===== config.mk =====
export PLATFORM = sky130hd
export DESIGN_NAME = gmii_tx_arbiter_flat
export DESIGN_NICKNAME = d
export VERILOG_FILES = /design/src/rtl/gmii_tx_arbiter_if.sv /design/src/rtl/gmii_tx_arbiter.sv /design/src/flat_wrapper.sv
export SDC_FILE = /design/constraint.sdc
export NUM_CORES = 1
export LEC_CHECK = 0
export CAP_MARGIN = 20
export CORE_ASPECT_RATIO = 0.9
export CORE_MARGIN = 10
export CORE_UTILIZATION = 35
export DETAILED_ROUTE_END_ITERATION = 10
export PLACE_DENSITY = 0.54
export SYNTH_ARGS = -nofsm -noshare
export SYNTH_HDL_FRONTEND = slang
export SYNTH_SLANG_ARGS = --single-unit

===== constraint.sdc =====
create_clock -name GTX_CLK -period 2.72 [get_ports GTX_CLK]
set_clock_uncertainty 0.1 [all_clocks]
set_input_delay 0.544 -clock GTX_CLK [delete_from_list [all_inputs] [get_ports GTX_CLK]]
set_output_delay 0.544 -clock GTX_CLK [all_outputs]
set_load 0.02 [all_outputs]

===== src/rtl/gmii_tx_arbiter_if.sv =====
// gmii_tx_arbiter_if
//   Bundles the two-port frame source handshake and the GMII transmit
//   pins of gmii_tx_arbiter.
//   s_valid[1:0]  per-port byte valid (bit n = port n)
//   s_data[15:0]  per-port byte, port n on [8n+7:8n]
//   s_last[1:0]   per-port last byte of frame (no FCS)
//   s_ready[1:0]  per-port byte accept
//   TX_EN/TXD/TX_ER  GMII transmit pins
//   tx_busy       arbiter not idle
//   tx_done[1:0]  per-port frame-sent pulse
//   tx_err[1:0]   per-port frame-aborted pulse
interface gmii_tx_arbiter_if;
    logic [1:0]  s_valid;
    logic [15:0] s_data;
    logic [1:0]  s_last;
    logic [1:0]  s_ready;
    logic        TX_EN;
    logic [7:0]  TXD;
    logic        TX_ER;
    logic        tx_busy;
    logic [1:0]  tx_done;
    logic [1:0]  tx_err;

    modport master (
        output s_valid, s_data, s_last,
        input  s_ready, TX_EN, TXD, TX_ER, tx_busy, tx_done, tx_err
    );

    modport slave (
        input  s_valid, s_data, s_last,
        output s_ready, TX_EN, TXD, TX_ER, tx_busy, tx_done, tx_err
    );
endinterface


===== src/rtl/gmii_tx_arbiter.sv =====
// gmii_tx_arbiter
//   Shares one GMII transmit path between two frame sources (port 0 = ARP
//   responder, port 1 = UDP/IP transmitter). Round-robin grant at frame
//   boundaries; adds preamble/SFD, zero padding up to MIN_LEN, CRC-32 FCS
//   and the inter-frame gap. Underrun or oversize frames are aborted with
//   one TX_ER cycle and the rest of the source frame is drained.
//   GTX_CLK  125 MHz transmit clock
//   rst      synchronous active-high reset
//   bus      gmii_tx_arbiter_if slave: source handshake in, GMII pins and
//            status pulses out
module gmii_tx_arbiter #(
    parameter logic [7:0] PRE        = 8'h55,
    parameter logic [7:0] SFD        = 8'hD5,
    parameter int         PRE_LEN    = 7,
    parameter int         MIN_LEN    = 60,
    parameter int         MAX_LEN    = 1514,
    parameter int         IFG_CYCLES = 12
) (
    input logic               GTX_CLK,
    input logic               rst,
    gmii_tx_arbiter_if.slave  bus
);

    typedef enum logic [2:0] {
        IDLE, PREAMBLE, DATA, PAD, FCS, DRAIN, IFG
    } state_t;

    state_t      state;
    logic        grant;
    logic        last_grant;
    logic [31:0] crc;
    logic [10:0] byte_cnt;
    logic [7:0]  step_cnt;
    logic        abort_pend;
    logic        tx_en_r;
    logic [7:0]  txd_r;
    logic        tx_er_r;
    logic [1:0]  tx_done_r;
    logic [1:0]  tx_err_r;

    logic        g_next;
    logic        in_valid;
    logic [7:0]  in_data;
    logic        in_last;
    logic [10:0] byte_cnt_nx;
    logic        data_abort;
    logic [31:0] fcs_word;

    function automatic logic [31:0] crc_byte(input logic [31:0] c, input logic [7:0] d);
        logic [31:0] r;
        r = c ^ {24'd0, d};
        for (int unsigned i = 0; i < 8; i++)
            r = r[0] ? ((r >> 1) ^ 32'hEDB88320) : (r >> 1);
        return r;
    endfunction

    always_comb begin
        g_next      = (&bus.s_valid) ? ~last_grant : bus.s_valid[1];
        in_valid    = bus.s_valid[grant];
        in_data     = grant ? bus.s_data[15:8] : bus.s_data[7:0];
        in_last     = bus.s_last[grant];
        byte_cnt_nx = byte_cnt + 11'd1;
        // Underrun, or the MAX_LEN-th byte arriving without s_last.
        data_abort  = !in_valid || (!in_last && int'(byte_cnt_nx) == MAX_LEN);
        fcs_word    = ~crc;
    end

    always_ff @(posedge GTX_CLK) begin
        if (rst) begin
            state      <= IDLE;
            grant      <= 1'b0;
            last_grant <= 1'b1;
            crc        <= '1;
            byte_cnt   <= '0;
            step_cnt   <= '0;
            abort_pend <= 1'b0;
            tx_en_r    <= 1'b0;
            txd_r      <= '0;
            tx_er_r    <= 1'b0;
            tx_done_r  <= '0;
            tx_err_r   <= '0;
        end else begin
            tx_done_r <= '0;
            tx_err_r  <= '0;
            case (state)
                IDLE: begin
                    if (|bus.s_valid) begin
                        grant      <= g_next;
                        last_grant <= g_next;
                        state      <= PREAMBLE;
                        tx_en_r    <= 1'b1;
                        tx_er_r    <= 1'b0;
                        txd_r      <= PRE;
                        step_cnt   <= 8'd1;
                        crc        <= '1;
                        byte_cnt   <= '0;
                    end
                end
                PREAMBLE: begin
                    if (int'(step_cnt) == PRE_LEN) begin
                        txd_r <= SFD;
                        state <= DATA;
                    end else begin
                        txd_r    <= PRE;
                        step_cnt <= step_cnt + 8'd1;
                    end
                end
                DATA: begin
                    if (data_abort) begin
                        // TX_EN stays high for the TX_ER cycle; DRAIN drops it
                        // and raises tx_err one cycle later.
                        txd_r      <= '0;
                        tx_er_r    <= 1'b1;
                        abort_pend <= 1'b1;
                        byte_cnt   <= '0;
                        state      <= DRAIN;
                    end else begin
                        txd_r    <= in_data;
                        crc      <= crc_byte(crc, in_data);
                        byte_cnt <= byte_cnt_nx;
                        if (in_last) begin
                            step_cnt <= '0;
                            state    <= (int'(byte_cnt_nx) < MIN_LEN) ? PAD : FCS;
                        end
                    end
                end
                PAD: begin
                    txd_r    <= '0;
                    crc      <= crc_byte(crc, 8'h00);
                    byte_cnt <= byte_cnt_nx;
                    if (int'(byte_cnt_nx) >= MIN_LEN) begin
                        step_cnt <= '0;
                        state    <= FCS;
                    end
                end
                FCS: begin
                    if (step_cnt == 8'd4) begin
                        tx_en_r          <= 1'b0;
                        txd_r            <= '0;
                        tx_done_r[grant] <= 1'b1;
                        step_cnt         <= '0;
                        state            <= IFG;
                    end else begin
                        txd_r    <= fcs_word[{step_cnt[1:0], 3'b000} +: 8];
                        step_cnt <= step_cnt + 8'd1;
                    end
                end
                DRAIN: begin
                    tx_en_r <= 1'b0;
                    tx_er_r <= 1'b0;
                    txd_r   <= '0;
                    if (abort_pend) begin
                        tx_err_r[grant] <= 1'b1;
                        abort_pend      <= 1'b0;
                    end
                    if (in_valid) begin
                        byte_cnt <= byte_cnt_nx;
                        if (in_last || int'(byte_cnt_nx) == MAX_LEN) begin
                            step_cnt <= '0;
                            state    <= IFG;
                        end
                    end
                end
                IFG: begin
                    // The IDLE cycle before the next grant is the last gap cycle.
                    if (int'(step_cnt) + 2 >= IFG_CYCLES)
                        state <= IDLE;
                    else
                        step_cnt <= step_cnt + 8'd1;
                end
                default: state <= IDLE;
            endcase
        end
    end

    assign bus.s_ready = (state == DATA || state == DRAIN) ? (grant ? 2'b10 : 2'b01) : 2'b00;
    assign bus.tx_busy = (state != IDLE);
    assign bus.TX_EN   = tx_en_r;
    assign bus.TXD     = txd_r;
    assign bus.TX_ER   = tx_er_r;
    assign bus.tx_done = tx_done_r;
    assign bus.tx_err  = tx_err_r;

endmodule


===== src/flat_wrapper.sv =====
// flat-port wrapper written by rule: the top's interface ports become plain ports
module gmii_tx_arbiter_flat 
#(
    parameter logic [7:0] PRE        = 8'h55,
    parameter logic [7:0] SFD        = 8'hD5,
    parameter int         PRE_LEN    = 7,
    parameter int         MIN_LEN    = 60,
    parameter int         MAX_LEN    = 1514,
    parameter int         IFG_CYCLES = 12
)
  (GTX_CLK, rst, bus_s_valid, bus_s_data, bus_s_last, bus_s_ready, bus_TX_EN, bus_TXD, bus_TX_ER, bus_tx_busy, bus_tx_done, bus_tx_err);
  gmii_tx_arbiter_if bus_i ();
  input logic GTX_CLK;
  input logic rst;
  input wire logic [$bits(bus_i.s_valid)-1:0] bus_s_valid;
  input wire logic [$bits(bus_i.s_data)-1:0] bus_s_data;
  input wire logic [$bits(bus_i.s_last)-1:0] bus_s_last;
  output wire logic [$bits(bus_i.s_ready)-1:0] bus_s_ready;
  output wire logic [$bits(bus_i.TX_EN)-1:0] bus_TX_EN;
  output wire logic [$bits(bus_i.TXD)-1:0] bus_TXD;
  output wire logic [$bits(bus_i.TX_ER)-1:0] bus_TX_ER;
  output wire logic [$bits(bus_i.tx_busy)-1:0] bus_tx_busy;
  output wire logic [$bits(bus_i.tx_done)-1:0] bus_tx_done;
  output wire logic [$bits(bus_i.tx_err)-1:0] bus_tx_err;
  assign bus_i.s_valid = bus_s_valid;
  assign bus_i.s_data = bus_s_data;
  assign bus_i.s_last = bus_s_last;
  assign bus_s_ready = bus_i.s_ready;
  assign bus_TX_EN = bus_i.TX_EN;
  assign bus_TXD = bus_i.TXD;
  assign bus_TX_ER = bus_i.TX_ER;
  assign bus_tx_busy = bus_i.tx_busy;
  assign bus_tx_done = bus_i.tx_done;
  assign bus_tx_err = bus_i.tx_err;
  gmii_tx_arbiter #(.PRE(PRE), .SFD(SFD), .PRE_LEN(PRE_LEN), .MIN_LEN(MIN_LEN), .MAX_LEN(MAX_LEN), .IFG_CYCLES(IFG_CYCLES)) u_core (.GTX_CLK(GTX_CLK), .rst(rst), .bus(bus_i));
endmodule

# [Yosys cells after proc, flatten, opt, wreduce, memory -nomap -nowiden]
# Index checks and enable logic that the tools add are counted.
# Widths: inputs -> output; s select.
[word_totals] register_bits=71 input_bits=22 output_inout_bits=17 elab_cells=162
[classes] add_sub_neg=3 magnitude_cmp=5 n_eq_ne=22 n_shift=1 mux=66 bitwise=23 n_reduce_logical=30
[ops] cell="$mux 32" n=18
[ops] cell="$not 13->14" n=16
[ops] cell="$mux 8" n=14
[ops] cell="$pmux 32 s3" n=1
[ops] cell="$pmux 8 s7" n=1
[ops] cell="$pmux 11 s4" n=1
[ops] cell="$pmux 8 s5" n=1
[ops] cell="$mux 11" n=3
[ops] cell="$ge 32x5->1 const B" n=1
[ops] cell="$not 32->32" n=1
[ops] cell="$shiftx 32x6->8" n=1
[ops] cell="$xor 32x8->32" n=1
[ops] cell="$mux 3" n=10
[ops] cell="$pmux 3 s7" n=1
[ops] cell="$ne 2x1->1 const B" n=9
[ops] cell="$reduce_and 3->1" n=4
[ops] cell="$reduce_bool 3->1" n=4
[ops] cell="$add 11x1->11 const B" n=1
[ops] cell="$eq 11x11->1 const B" n=1
[ops] cell="$ge 11x6->1 const B" n=1
[ops] cell="$lt 11x6->1 const B" n=1
[ops] cell="$mux 1" n=10
[ops] cell="$add 8x2->9 const B" n=1
[ops] cell="$eq 3x3->1 const B" n=3
[ops] cell="27 further kinds" n=45

# [Depth between registers and ports, before layout]
# Gate-level depths: netlist of the first run.
[depth] depth_word=20 mapped_depth=10

# [Least setup slack after synthesis of the first run]
# No wires, ideal clock.
[synth_timing] path_type="reg2reg" start="register u_core.step_cnt[0]" end="register u_core.state[0]" setup_time_ns=0.116 arrival_time_ns=2.557 path_slack_ns=-0.054 path_stages_with_launch=10 cell_sequence="dfxtp_1 > clkbuf_1 > clkbuf_1 > inv_1 > ha_1 > nand4_1 > a31oi_1 > nor3_1 > nor3_1 > a41o_1"
[synth_via] elab_chain_len=4 word_cells_on_any_way=8
[synth_lines] item="from (decl)" line="gmii_tx_arbiter.sv:33" text="logic [7:0] step_cnt;"
[synth_lines] item="from (signal assigned)" line="gmii_tx_arbiter.sv:105" text="step_cnt <= step_cnt + 8'd1;"
[synth_lines] item="from (signal assigned)" line="gmii_tx_arbiter.sv:145" text="step_cnt <= step_cnt + 8'd1;"
[synth_lines] item="from (signal assigned)" line="gmii_tx_arbiter.sv:169" text="step_cnt <= step_cnt + 8'd1;"
[synth_lines] item="$add 8x2->9" line="gmii_tx_arbiter.sv:166" text="if (int'(step_cnt) + 2 >= IFG_CYCLES)"
[synth_lines] item="$ge 32x5->1" line="gmii_tx_arbiter.sv:166"
[synth_lines] item="$ne 2x1->1 (no source line)"
[synth_lines] item="$reduce_and 8->1 (no source line) *"
[synth_lines] item="to (signal assigned)" line="gmii_tx_arbiter.sv:123" text="state <= (int'(byte_cnt_nx) < MIN_LEN) ? PAD : FCS;"
[synth_lines] item="to (decl)" line="gmii_tx_arbiter.sv:28" text="state_t state;"
# Every way passes the cells marked *; elsewhere a longest branch is shown, timed or not.
# A chain may end at the register's enable or synchronous reset.

# [Worst setup path after layout of the first run]
[layout_timing] start="register u_core.state[1]" end="output port bus_s_ready[1]"
[layout_via] elab_chain_len=3 word_cells_on_any_way=4
[layout_lines] item="$eq 3x2->1 / $eq 3x3->1 (equally long branches)" line="gmii_tx_arbiter.sv:176" text="assign bus.s_ready = (state == DATA || state == DRAIN) ? (grant ? 2'b10 : 2'b01) : 2'b00;"
[layout_lines] item="$logic_or 1x1->1 *" line="gmii_tx_arbiter.sv:176"
[layout_lines] item="$mux 2 *" line="gmii_tx_arbiter.sv:176"
[layout_lines] item="to (decl)" line="flat_wrapper.sv:18" text="output wire logic [$bits(bus_i.s_ready)-1:0] bus_s_ready;"
# Marked as above.

==> results of run 1 <==
kinds of logic (layout without fill, tap and decap cells):
group / Yosys count / after routing
xor+xnor: 133 / 133
simple gates: 165 / 165
compound gates: 165 / 165
buf+inv: 60 / 164
mux: 26 / 26
fa+ha+maj: 5 / 5
flops: 71 / 71
worst min path at each step:
stage | endpoint | slack (ns) | cells after the start | start
floorplan | u_core.abort_pend$_SDFFE_PP0P_ | 0.34 | 2 | u_core.abort_pend$_SDFFE_PP0P_
global placement | u_core.abort_pend$_SDFFE_PP0P_ | 0.36 | 2 | u_core.abort_pend$_SDFFE_PP0P_
detailed placement | u_core.abort_pend$_SDFFE_PP0P_ | 0.37 | 2 | u_core.abort_pend$_SDFFE_PP0P_
CTS | u_core.abort_pend$_SDFFE_PP0P_ | 0.37 | 2 | u_core.abort_pend$_SDFFE_PP0P_
global route | u_core.bus.TX_ER$_SDFFE_PP0P_ | 0.41 | 2 | u_core.bus.TX_ER$_SDFFE_PP0P_
finish | u_core.abort_pend$_SDFFE_PP0P_ | 0.37 | 2 | u_core.abort_pend$_SDFFE_PP0P_
worst reg2reg max path, stage by stage, from the launching register on:
cell      delay, ns
dfxtp_1        0.37
ha_2           0.24
nand2_1        0.11
o41ai_2        0.22
a21oi_1        0.10
or4b_4         0.55
o21ai_4        0.20
buf_4          0.17
nand2_1        0.11
buf_4          0.17
o211ai_1       0.16
synthesized netlist by cell type, types with 5 or more instances:
cell type | n | share of area (%)
nand2_1 | 39 | 2.7
mux4_2 | 8 | 3.3
dfxtp_1 | 71 | 26
a221oi_1 | 6 | 0.96
o31ai_1 | 8 | 1.1
buf_2 | 10 | 0.91
a22oi_1 | 11 | 1.5
nor3_1 | 14 | 1.3
nand2b_1 | 6 | 0.68
nor2_1 | 43 | 2.9
a21o_1 | 7 | 0.96
mux2i_1 | 14 | 2.6
a2bb2oi_1 | 14 | 2.2
ha_1 | 5 | 1.1
o221ai_1 | 5 | 0.80
nand3_1 | 15 | 1.4
nand3b_1 | 5 | 0.68
a31oi_1 | 10 | 1.1
xnor2_1 | 89 | 14
o21ai_0 | 27 | 2.5
xor2_1 | 29 | 4.6
xnor2_2 | 9 | 2.7
a21oi_1 | 30 | 2.7
nor4_1 | 11 | 1.3
inv_1 | 10 | 0.68
o211ai_1 | 8 | 1.1
o22ai_1 | 5 | 0.57
clkbuf_1 | 34 | 2.3
metrics by stage:
| step | hold slack, ns | utilization, % | power [W] | worst slack (ns) |
|---|---|---|---|---|
| 6_report | 0.370 | 45.9 | 0.00858 | 0.0957 |
| 5_1_grt | 0.409 | 45.9 | 0.00907 | -0.0325 |
| 4_1_cts | 0.371 | 45.6 | 0.00853 | 0.0207 |
| 3_5_place_dp | 0.367 | 43.3 | 0.00706 | -0.224 |
| 3_3_place_gp | 0.356 | 43.3 | 0.00702 | -0.179 |
| 2_1_floorplan | 0.340 | - | 0.00524 | 0.106 |
flip-flops by register name (all words and copies together) (netlist names):
signal,flops
u_core.state,3
u_core.last_grant,1
u_core.bus.TX_ER,1
u_core.bus.tx_done,2
u_core.grant,1
u_core.byte_cnt,11
u_core.bus.TX_EN,1
u_core.crc,32
u_core.abort_pend,1
u_core.step_cnt,8
u_core.bus.tx_err,2
u_core.bus.TXD,8
layout by cell type, fill, tap and decap left out, types with 14 or more instances in the layout:
cell type	Yosys	routed
a21oi_1	30	30
a2bb2oi_1	14	14
buf_4	2	98
clkdlybuf4s50_1	0	37
dfxtp_1	71	70
mux2i_1	14	14
nand2_1	39	38
nand3_1	15	15
nor2_1	43	42
o21ai_0	27	26
xnor2_1	89	88
xor2_1	29	28
power groups by stage:
stage / Combinational [W] / Sequential (W) / Clock, W
floorplan: 0.00376 / 0.00148 / 0
global placement: 0.00542 / 0.00160 / 0
finish: 0.00558 / 0.00159 / 0.00141
global route: 0.00599 / 0.00162 / 0.00146
CTS: 0.00552 / 0.00158 / 0.00143
detailed placement: 0.00546 / 0.00160 / 0
final cells by class:
type / instances / area [sq um]
clock buffers: 11 / 243
clock inverters: 5 / 105
fillers: 1522 / 8320
inverters: 10 / 37.5
multi-input cells: 494 / 3860
flip-flops and latches: 71 / 1420
well taps: 202 / 253
repair buffers: 138 / 1150
routing by layer:
layer | share of wire [%] | up-vias | wire [um]
met5 | 0 | - | 0
met4 | 1.6 | 0 | 289
met3 | 6.5 | 23 | 1180
met2 | 43 | 194 | 7930
met1 | 49 | 2517 | 8860
li1 | - | 2470 | -
timing repair:
item | CTS | global route
resized for setup | 2 | 13
pin swaps | 0 | 2
buffers inserted | 0 | 0
cloned | 0 | 0
setup endpoints to repair | 2 | 54
==> metrics.md, run 1 <==
| Metric | Value |
|---|---|
| VDD IR max | `0.000466 V` |
| Non-Filler Instances | `931` |
| Asr flop ratio synth | `0%` |
| Crit path required time | `2.08 ns` |
| Hold Buf Count CTS | `0` |
| Crit Path Max Fanout | `10` |
| Post-synth net total | `652` |
| Placed cells | `a little over 900` |
| FMAX | `381 MHz` |
| Worst path slowest cell | `clkdlybuf4s50_1` |
| Post-synthesis sequential area ratio | `approximately a quarter` |
| Cells on worst reg2reg path | `10` |
| Clock Latency Late Sink | `0.35 ns` |
| Clock Power Share | `16.4%` |
| Critical Path Start Type | `flop` |
| Max incr delay on CP | `0.63 ns` |
| CP Capture Point | `bus_s_ready[1]` |
| Final instance area | `7070 sq um` |
| Post-synthesis cell type count | `77` |
| Layout area overhead | `28.9%` |
| Static leakage | `between 2 and 3 nW` |
| Grt ovf | `0` |
| Final Critical Period | `2.62 ns` |
| Vias in the first global route | `5088` |
| Crit path depth | `3` |
| Initial antenna violation count | `0` |
| Total CTS buffers | `9` |
| Clock-pin slew on the worst setup and hold paths | `0.06 ns` |
| Maxcap violations | `0` |
| Period utilization | `96.5%` |
| CP endpoint kind | `output port` |
| Core Rows | `43` |
| Switching power | `0.00359 W` |
| Max-slew violations | `0` |
| DPL Wire Length | `13.8 mm` |
| Met1 GRT Util | `around a quarter` |
| TritonCTS clock tree | `yes` |
| DR DRC count | `0` |
| Post-synthesis cell area | `roughly 5500 sq um` |
| CP Cell Sequence | `nand2_2 > a21oi_1 > clkdlybuf4s50_1` |
| H-tree level count | `3` |
| I/O Pins | `39` |
| CTS max path bufs | `2` |
| Die height | `139 um` |
| Synth Area in Compound Gates | `21.3%` |
| GR Util met2 | `24.8%` |
| Setup-failing EPs final | `0` |
| Crit path from | `u_core.state[1]$_SDFFE_PP0P_` |
| Crit path arrival time | `1.98 ns` |
| Final #Nets | `roughly 750` |
| Initial detailed-routing violation count | `600` |
| Synth Instances | `between 600 and 700` |
| Sequential power share | `between 10% and 20%` |
| Primary FF master, synth | `dfxtp_1` |
| Status | `completed` |
| Cell Pwr Density | `about 1200 nW/um^2` |
| Port bufs | `38` |
| Mux cell area share after synthesis | `6.96%` |
| Reg-to-Reg Start | `u_core.byte_cnt[1]$_SDFFE_PP0P_` |
| Ys Warns | `0` |
| N_diodes | `0` |
| Max_slew headroom | `53.5%` |
| WP buf/inv | `1` |
| Avg Synthesized Cell Area | `8.77 sq um` |
| Number of clock sinks | `71` |
| Layout cells sized above 1 | `a little under a quarter` |
| DRT Pass-1 Iters | `6` |
| Die span in x | `about 150 um` |
| Global-route wire length before repair | `28.7 mm` |
| Core ar. | `15400 sq um` |
| Family with the most delay on the worst path | `buffers and inverters` |
| Routed wire length | `18.3 mm` |
| Die ar. | `21100 sq um` |
| Via count | `approximately 5200` |
| #FFs+latches synth | `71` |
| Post-Synth XOR/XNOR Area | `24.3%` |
| Worst-Margin Slew | `0.695 ns` |
| Hold/Removal Path Class | `reg -> reg` |
| Gpl congestion | `0.925` |
| Mean routed wirelength per cell | `19.6 um` |
| Met3 usage | `3.26%` |
| R2R setup slack | `0.15 ns` |
| CP Class | `reg -> out` |
| P_int | `0.00499 W` |
| Starting Density | `between 30% and 40%` |
| Root Buffer | `clkbuf_16` |
| GRT Total Usage | `16.8%` |
| Area after DPL | `roughly 6700 sq um` |
| RSZ-0062 raised after global routing | `true` |
| Combinational group share of total power | `65.0%` |
| Largest net degree at the start of global routing | `33` |
| Most used routing layer | `met2` |
| Switching Fraction | `41.8%` |
| Setup_tns | `0 ns` |
| Post-synthesis simple-gate area fraction | `15.6%` |
| Final hold violation count | `0` |
| Post-synthesis adder-cell area fraction | `1.14%` |
| End of the worst register-to-register path | `u_core.crc[0]$_SDFFE_PP1P_` |
| Routed vias/inst | `5.59` |
| Antenna-violating nets left | `0` |
| Largest family of logic cells by synthesized area | `XOR/XNOR gates` |
| Post-synth EDFFs | `0` |
No activity file was read; power rests on OpenSTA's default activity.
==> run 2, diff against run 1 <==
Settings changed: CORE_MARGIN 10 to unset, SLEW_MARGIN set to 20.
==> run 2 against run 1 <==
  * Flip-flop and latch count unchanged
  * Global-route usage is 6.1 points higher
  * Worst hold slack better by 0.0077 ns
  * Via count decreased by 0.54%
  * First-iteration DRC count down 28%
  * Utilization up 0.20 points
  * Final cell count is 0.64% lower
  * Critical path depth increased by 1
  * Setup slack better by 0.020 ns
  * Wire length down 3.4%
  * Fmax is 0.75% higher
  * Sequential share of layout area about the same
  * Critical path type unchanged
==> metrics.md, run 2 (synthesized netlist as in run 1, its figures left out) <==
| Metric | Value |
|---|---|
| Switching Fraction | `42.1% (+0.28 points)` |
| Worst path slowest cell | `clkdlybuf4s50_1` |
| VDD IR max | `0.000397 V (-15%)` |
| R2R setup slack | `0.12 ns (-0.03 ns)` |
| Hold slack | `0.377 ns (+0.00771 ns)` |
| CTS max path bufs | `2 (unchanged)` |
| H-tree level count | `3 (unchanged)` |
| Die height | `121 um (-13%)` |
| Clock-pin slew on the worst setup and hold paths | `0.06 ns (about the same)` |
| Cells on worst reg2reg path | `8 (-2)` |
| Crit Path Max Fanout | `11 (+1)` |
| Routed wire length | `17.6 mm (-3.4%)` |
| Number of clock sinks | `71 (unchanged)` |
| Antenna-violating nets left | `0 (unchanged)` |
| Core Util, Final | `46.1% (+0.20 points)` |
| Number of setup buffers added after CTS | `0 (unchanged)` |
| Switching power | `0.00355 W (-0.99%)` |
| Crit path required time | `2.08 ns (about the same)` |
| Combinational group share of total power | `65.5% (+0.5 points)` |
| Most frequent cells in the layout | `89 x xnor2_1, 88 x buf_4, 68 x dfxtp_1, 41 x nor2_1, 39 x nand2_1` |
| Period utilization | `95.8% (-0.72 points)` |
| CP endpoint kind | `output port` |
| HP Start | `u_core.abort_pend$_SDFFE_PP0P_` |
| WHS Endpoint | `u_core.abort_pend$_SDFFE_PP0P_` |
| Crit path from | `u_core.state[2]$_SDFFE_PP0P_` |
| N_diodes | `0 (unchanged)` |
| Largest net degree at the start of global routing | `33 (unchanged)` |
| Placed cells | `909 (-0.66%)` |
| Clock Latency Late Sink | `0.35 ns (about the same)` |
| CP Cell Sequence | `nor2_4 > nand2_1 > a21oi_1 > clkdlybuf4s50_1` |
| Initial antenna violation count | `0 (unchanged)` |
| CP Class | `reg -> out` |
| Layout area overhead | `29.1% (about the same)` |
| Most flops, register | `u_core.crc` |
| DPL Wire Length | `13.2 mm (-4.1%)` |
| Max-slew violations | `0 (unchanged)` |
| Non-Filler Instances | `925 (-0.64%)` |
| TritonCTS clock tree | `yes` |
| Die span in x | `134 um (-12%)` |
| GRT Total Usage | `22.9% (+6.1 points)` |
| Mean routed wirelength per cell | `19.1 um (-2.8%)` |
| Most common cell after layout, fill and taps aside | `xnor2_1` |
| Setup-failing EPs final | `0 (unchanged)` |
| Max incr delay on CP | `0.62 ns (about the same)` |
| Routed vias/inst | `5.60 (+0.11%)` |
| Vias in the first global route | `5093 (+0.098%)` |
| Largest registers | `u_core.crc x32, u_core.byte_cnt x11` |
| Crit path arrival time | `1.96 ns (-0.02 ns)` |
| Die ar. | `16200 sq um (-23%)` |
| Clock Power Share | `15.5% (-0.9 points)` |
| Via count | `5176 (-0.54%)` |
| I/O Pins | `39 (unchanged)` |
| Hold/Removal Path Class | `reg -> reg` |
| WHS Path Cells | `2 (unchanged)` |
| DRT Pass-1 Iters | `7 (+1)` |
| RSZ-0062 raised after global routing | `false` |
| Critical Path Start Type | `flop` |
| Cell Pwr Density | `1190 nW/um^2 (-1.7%)` |
| Root Buffer | `clkbuf_16` |
| Max FFs per register | `32 (unchanged)` |
| Final Critical Period | `2.60 ns (-0.0196 ns)` |
| DR DRC count | `0 (unchanged)` |
| Area after DPL | `6670 sq um (about the same)` |
| Final instance area | `7080 sq um (about the same)` |
| Starting Density | `35.8% (+0.13 points)` |
| Global-route wire length before repair | `28.5 mm (-0.62%)` |
| P_int | `0.00489 W (-2.1%)` |
| Max_slew headroom | `55.0% (+1.5 points)` |
| Reg-to-Reg Start | `u_core.byte_cnt[5]$_SDFFE_PP0P_` |
| Static leakage | `2.62 nW (-0.56%)` |
| Final #Nets | `745 (-0.80%)` |
| Worst-Margin Slew | `0.674 ns (-0.0216 ns)` |
| Hold Buf Count CTS | `0 (unchanged)` |
| Layout cells sized above 1 | `22.3% (-0.50 points)` |
| Maxcap violations | `0 (unchanged)` |
| End of the worst register-to-register path | `u_core.crc[22]$_SDFFE_PP1P_` |
| Core ar. | `15300 sq um (-0.35%)` |
| Final hold violation count | `0 (unchanged)` |
| Total CTS buffers | `9 (unchanged)` |
| Gpl congestion | `0.854 (-7.7%)` |
| Initial detailed-routing violation count | `433 (-28%)` |
| Status | `completed` |
| Grt ovf | `0 (unchanged)` |
| Port bufs | `38 (unchanged)` |
| FMAX | `384 MHz (+0.75%)` |
| Core Rows | `43 (unchanged)` |
| Sequential power share | `19.0% (+0.4 points)` |
-- run 2: cell types whose count changed in the layout (fill, tap and decap cells not counted), sizes merged --
| cell | before | now |
|---|---|---|
| clkdlybuf4s50 | 37 | 38 |
| buf | 100 | 94 |
| dlymetal6s2s | 1 | 0 |
| clkinvlp | 2 | 1 |
| clkinv | 0 | 2 |
| bufinv | 3 | 2 |
-- run 2: layout make-up --
| cell class | count | area, sq um |
|---|---|---|
| flip-flops and latches | 71 | 1430 |
| clock buffers | 11 | 243 |
| well taps | 202 | 253 |
| fillers | 1514 | 8260 |
| repair buffers | 132 | 1150 |
| clock inverters | 5 | 81.3 |
| inverters | 10 | 37.5 |
| multi-input cells | 494 | 3880 |
-- run 2: worst max-delay path: cells and delay by family (launching register included) --
family | cells | cell delay [ns]
buf+inv | 1 | 0.62
compound gates | 1 | 0.20
simple gates | 2 | 0.37
flops | 1 | 0.42
-- run 2: layer usage --
metal / up-vias / GRT usage [%] / routed length [um]
met2: 180 / 35.5 / 7830
li1: 2456 / - / -
met3: 24 / 2.94 / 949
met4: 0 / 8.52 / 334
met1: 2516 / 32.3 / 8520
met5: - / 0 / 0
-- run 2: per-stage QoR --
stage / total power (W) / setup TNS, ns / setup WS, ns
2_1_floorplan: 0.00524 / 0 / 0.106
3_3_place_gp: 0.00701 / -1.55 / -0.175
3_5_place_dp: 0.00705 / -1.80 / -0.140
4_1_cts: 0.00842 / 0 / 0.0205
5_1_grt: 0.00896 / 0 / 0.00565
6_report: 0.00844 / 0 / 0.115
-- run 2: repair_timing --
action / in CTS / in global routing
gates resized for setup: 5 / 15
setup endpoints to repair: 6 / 21
pin swaps: 0 / 0
-- run 2: worst max path at each step --
stage | cells after the start | endpoint
finish | 4 | bus_s_ready[1]
detailed placement | 8 | u_core.crc[19]$_SDFFE_PP1P_
global route | 8 | u_core.crc[19]$_SDFFE_PP1P_
CTS | 4 | bus_s_ready[1]
global placement | 8 | u_core.crc[19]$_SDFFE_PP1P_
floorplan | 10 | u_core.bus.TXD[0]$_SDFFE_PP0P_
-- run 2: power by group through the flow --
stage / Clock [W] / Sequential, W / Combinational (W)
6_report: 0.00131 / 0.00160 / 0.00553
3_3_place_gp: 0 / 0.00160 / 0.00541
5_1_grt: 0.00138 / 0.00162 / 0.00595
3_5_place_dp: 0 / 0.00160 / 0.00545
2_1_floorplan: 0 / 0.00148 / 0.00376
4_1_cts: 0.00134 / 0.00159 / 0.00550
==> run 3, diff against run 2 <==
Settings changed: CELL_PAD_IN_SITES_DETAIL_PLACEMENT set to 0, CELL_PAD_IN_SITES_GLOBAL_PLACEMENT set to 2, CORE_ASPECT_RATIO 0.9 to unset, CORE_UTILIZATION 35 to 34, PLACE_DENSITY 0.54 to 0.78.
Clock period 2.72 ns to 2.1 ns, I/O delays scaled along.
==> run 3 against run 2 <==
  * The run now ends with negative setup slack left
  * Critical path depth grew 5
  * Setup slack lost 0.53 ns
  * Flip-flop and latch count is the same
  * Wire length grew 9.3%
  * Sequential share of layout area shrank 2.8 points
  * Clock-buffer cell count grew 2
  * Total power grew 38%
  * Via count grew 6.4%
  * Final cell count grew 11%
  * Critical path type is now reg -> reg
  * Critical endpoint is now u_core.crc[22]$_SDFFE_PP1P_
==> metrics.md, run 3 (synthesized netlist as in run 1, its figures left out) <==
| Metric | Value |
|---|---|
| Switching power | `0.00497 W (+40%)` |
| Largest net degree at the start of global routing | `20 (-39%)` |
| Gpl congestion | `0.896 (+5.0%)` |
| Starting Density | `34.6% (-1.1 points)` |
| Port bufs | `38 (unchanged)` |
| RSZ-0062 raised after global routing | `true` |
| WP buf/inv | `1 (unchanged)` |
| Cell Pwr Density | `1400 nW/um^2 (+18%)` |
| GR Util met2 | `41.2% (+5.7 points)` |
| Routed vias/inst | `5.38 (-3.8%)` |
| VDD IR max | `0.00100 V (+150%)` |
| Violated checks | `negative setup slack` |
| Sequential power share | `17.6% (-1.4 points)` |
| H-tree level count | `3 (unchanged)` |
| DPL Wire Length | `14.4 mm (+8.6%)` |
| Critical Path Start Type | `flop` |
| Maxcap violations | `0 (unchanged)` |
| Clock-pin slew on the worst setup and hold paths | `0.06 ns (about the same)` |
| Core Rows | `46 (+7.0%)` |
| Core ar. | `15800 sq um (+3.2%)` |
| Setup-failing EPs final | `64 (+64)` |
| Antenna-violating nets left | `0 (unchanged)` |
| CTS max path bufs | `2 (unchanged)` |
| Clock Power Share | `12.4% (-3.1 points)` |
| Most flops, register | `u_core.crc` |
| Static leakage | `3.13 nW (+20%)` |
| Worst slack, placed | `-0.726 ns (-0.586 ns)` |
| Met3 usage | `4.41% (+1.5 points)` |
| Status | `finished with violations` |
| Largest registers | `u_core.crc x32, u_core.byte_cnt x11` |
| Max-slew violations | `0 (unchanged)` |
| Final hold violation count | `0 (unchanged)` |
| Layout area overhead | `51.4%` |
| Most frequent cells in the layout | `154 x buf_4, 87 x xnor2_1, 62 x dfxtp_1, 38 x nor2_1, 36 x nand2_1` |
| Final worst-path setup slack | `-0.413 ns (-0.528 ns)` |
| Final Critical Period | `2.51 ns` |
| Crit Path Max Fanout | `4 (-7)` |
| Max incr delay on CP | `0.57 ns (-0.05 ns)` |
| CP Cell Sequence | `ha_4 > nand2_4 > o41ai_4 > a21oi_2 > or4b_4 > o21ai_4 > buf_8 > nand2_4 > a311o_1` |
| Combinational group share of total power | `69.9% (+4.4 points)` |
| Total CTS buffers | `9 (unchanged)` |
| Routed wire length | `19.3 mm (+9.3%)` |
| Most used routing layer | `met2` |
| Max_slew headroom | `56.7% (+1.7 points)` |
| P_int | `0.00668 W (+37%)` |
| Core Util, Final | `52.4% (+6.3 points)` |
| Layout cells sized above 1 | `39.4% (+17 points)` |
| Grt ovf | `0 (unchanged)` |
| FMAX | `398 MHz` |
| CP endpoint kind | `flop` |
| DR DRC count | `0 (unchanged)` |
| Via count | `5505 (+6.4%)` |
| Hold/Removal Path Class | `reg -> reg` |
| Most frequent CP cell | `nand2_4` |
| Met1 GRT Util | `30.0% (-2.4 points)` |
| I/O Pins | `39 (unchanged)` |
| Final #Nets | `831 (+12%)` |
| N_diodes | `0 (unchanged)` |
| Number of clock sinks | `71 (unchanged)` |
| Max FFs per register | `32 (unchanged)` |
| Family with the most delay on the worst path | `compound AO/OA/AOI/OAI gates` |
| Initial antenna violation count | `0 (unchanged)` |
| Die span in x | `129 um (-3.7%)` |
| CP Class | `reg -> reg` |
| Crit path required time | `2.23 ns (+0.15 ns)` |
| Global-route wire length before repair | `30.1 mm (+5.5%)` |
| Die height | `129 um (+6.8%)` |
| Root Buffer | `clkbuf_16` |
| GRT Total Usage | `24.0% (+1.1 points)` |
| Die ar. | `16600 sq um (+2.9%)` |
| Worst-Margin Slew | `0.631 ns (-0.0422 ns)` |
| Clock Latency Late Sink | `0.35 ns (about the same)` |
| Initial detailed-routing violation count | `413 (-4.6%)` |
| Pwr Total | `0.0116 W (+38%)` |
| DRT Pass-1 Iters | `5 (-2)` |
| Period utilization | `120%` |
| Switching Fraction | `42.7% (+0.59 points)` |
| TritonCTS clock tree | `yes` |
| Mean routed wirelength per cell | `18.8 um (-1.2%)` |
| Vias in the first global route | `5515 (+8.3%)` |
| Worst path slowest cell | `or4b_4` |
| Most common cell after layout, fill and taps aside | `buf_4` |
| Crit path arrival time | `2.65 ns (+0.69 ns)` |
## run 3: cell types whose count changed in the layout (fill, tap and decap cells not counted), sizes merged
cell / delta
buf: +88
bufinv: -2
clkbuf: +2
clkdlybuf4s50: -3
clkinv: -1
clkinvlp: -1
dlygate4sd2: +1
## run 3: worst paths after layout
path	startpoint	slack, ns	cells past startpoint	endpoint
min	u_core.byte_cnt[6]$_SDFFE_PP0P_	0.38	2	u_core.byte_cnt[6]$_SDFFE_PP0P_
min reg2reg	u_core.byte_cnt[6]$_SDFFE_PP0P_	0.38	2	u_core.byte_cnt[6]$_SDFFE_PP0P_
max reg2reg	u_core.byte_cnt[0]$_SDFFE_PP0P_	-0.41	9	u_core.crc[22]$_SDFFE_PP1P_
max	u_core.byte_cnt[0]$_SDFFE_PP0P_	-0.41	9	u_core.crc[22]$_SDFFE_PP1P_
## run 3: metal layers
metal | vias to the layer above | wire [um]
met5 | - | 0
met2 | 148 | 9540
met4 | 0 | 557
li1 | 2637 | -
met1 | 2680 | 8300
met3 | 40 | 871
## run 3: what timing repair did
| item | in CTS | in global routing |
|---|---|---|
| gates resized for setup | 63 | 69 |
| hold buffers | 0 | 0 |
| gates cloned | 0 | 0 |
| pin swaps | 32 | 31 |
| buffers inserted | 14 | 5 |
| setup endpoints to repair | 67 | 67 |
## run 3: power by group through the flow
stage               Clock [W]  Combinational [W]  Sequential (W)
global placement            0            0.00745         0.00204
global route          0.00154            0.00872         0.00209
detailed placement          0            0.00751         0.00205
CTS                   0.00148            0.00779         0.00203
floorplan                   0            0.00497         0.00193
finish                0.00144            0.00815         0.00206
## run 3: area by class of cell
| type | instances | area, sq um |
|---|---|---|
| clock buffers | 13 | 260 |
| fillers | 1440 | 7530 |
| well taps | 216 | 270 |
| flip-flops and latches | 71 | 1440 |
| clock inverters | 1 | 5.00 |
| repair buffers | 218 | 1870 |
| multi-input cells | 494 | 4420 |
| inverters | 10 | 37.5 |
## run 3: per-stage QoR
stage	setup TNS [ns]	hold WS, ns	instances	instance area (sq um)
final	-20.87	0.377	1023	8300
after global routing	-28.17	0.385	1023	8300
after CTS	-23.08	0.386	1021	7970
after detailed placement	-33.94	0.368	994	7340
after global placement	-31.85	0.361	994	7340
after floorplan	-9.85	0.340	625	5710
## run 3: worst min-delay path, delay by kind of cell, from the launching register on
kind	cells	cell delay [ns]
AOI/OAI and AO/OA	1	0.05
and+or+nand+nor	1	0.05
DFF	1	0.34
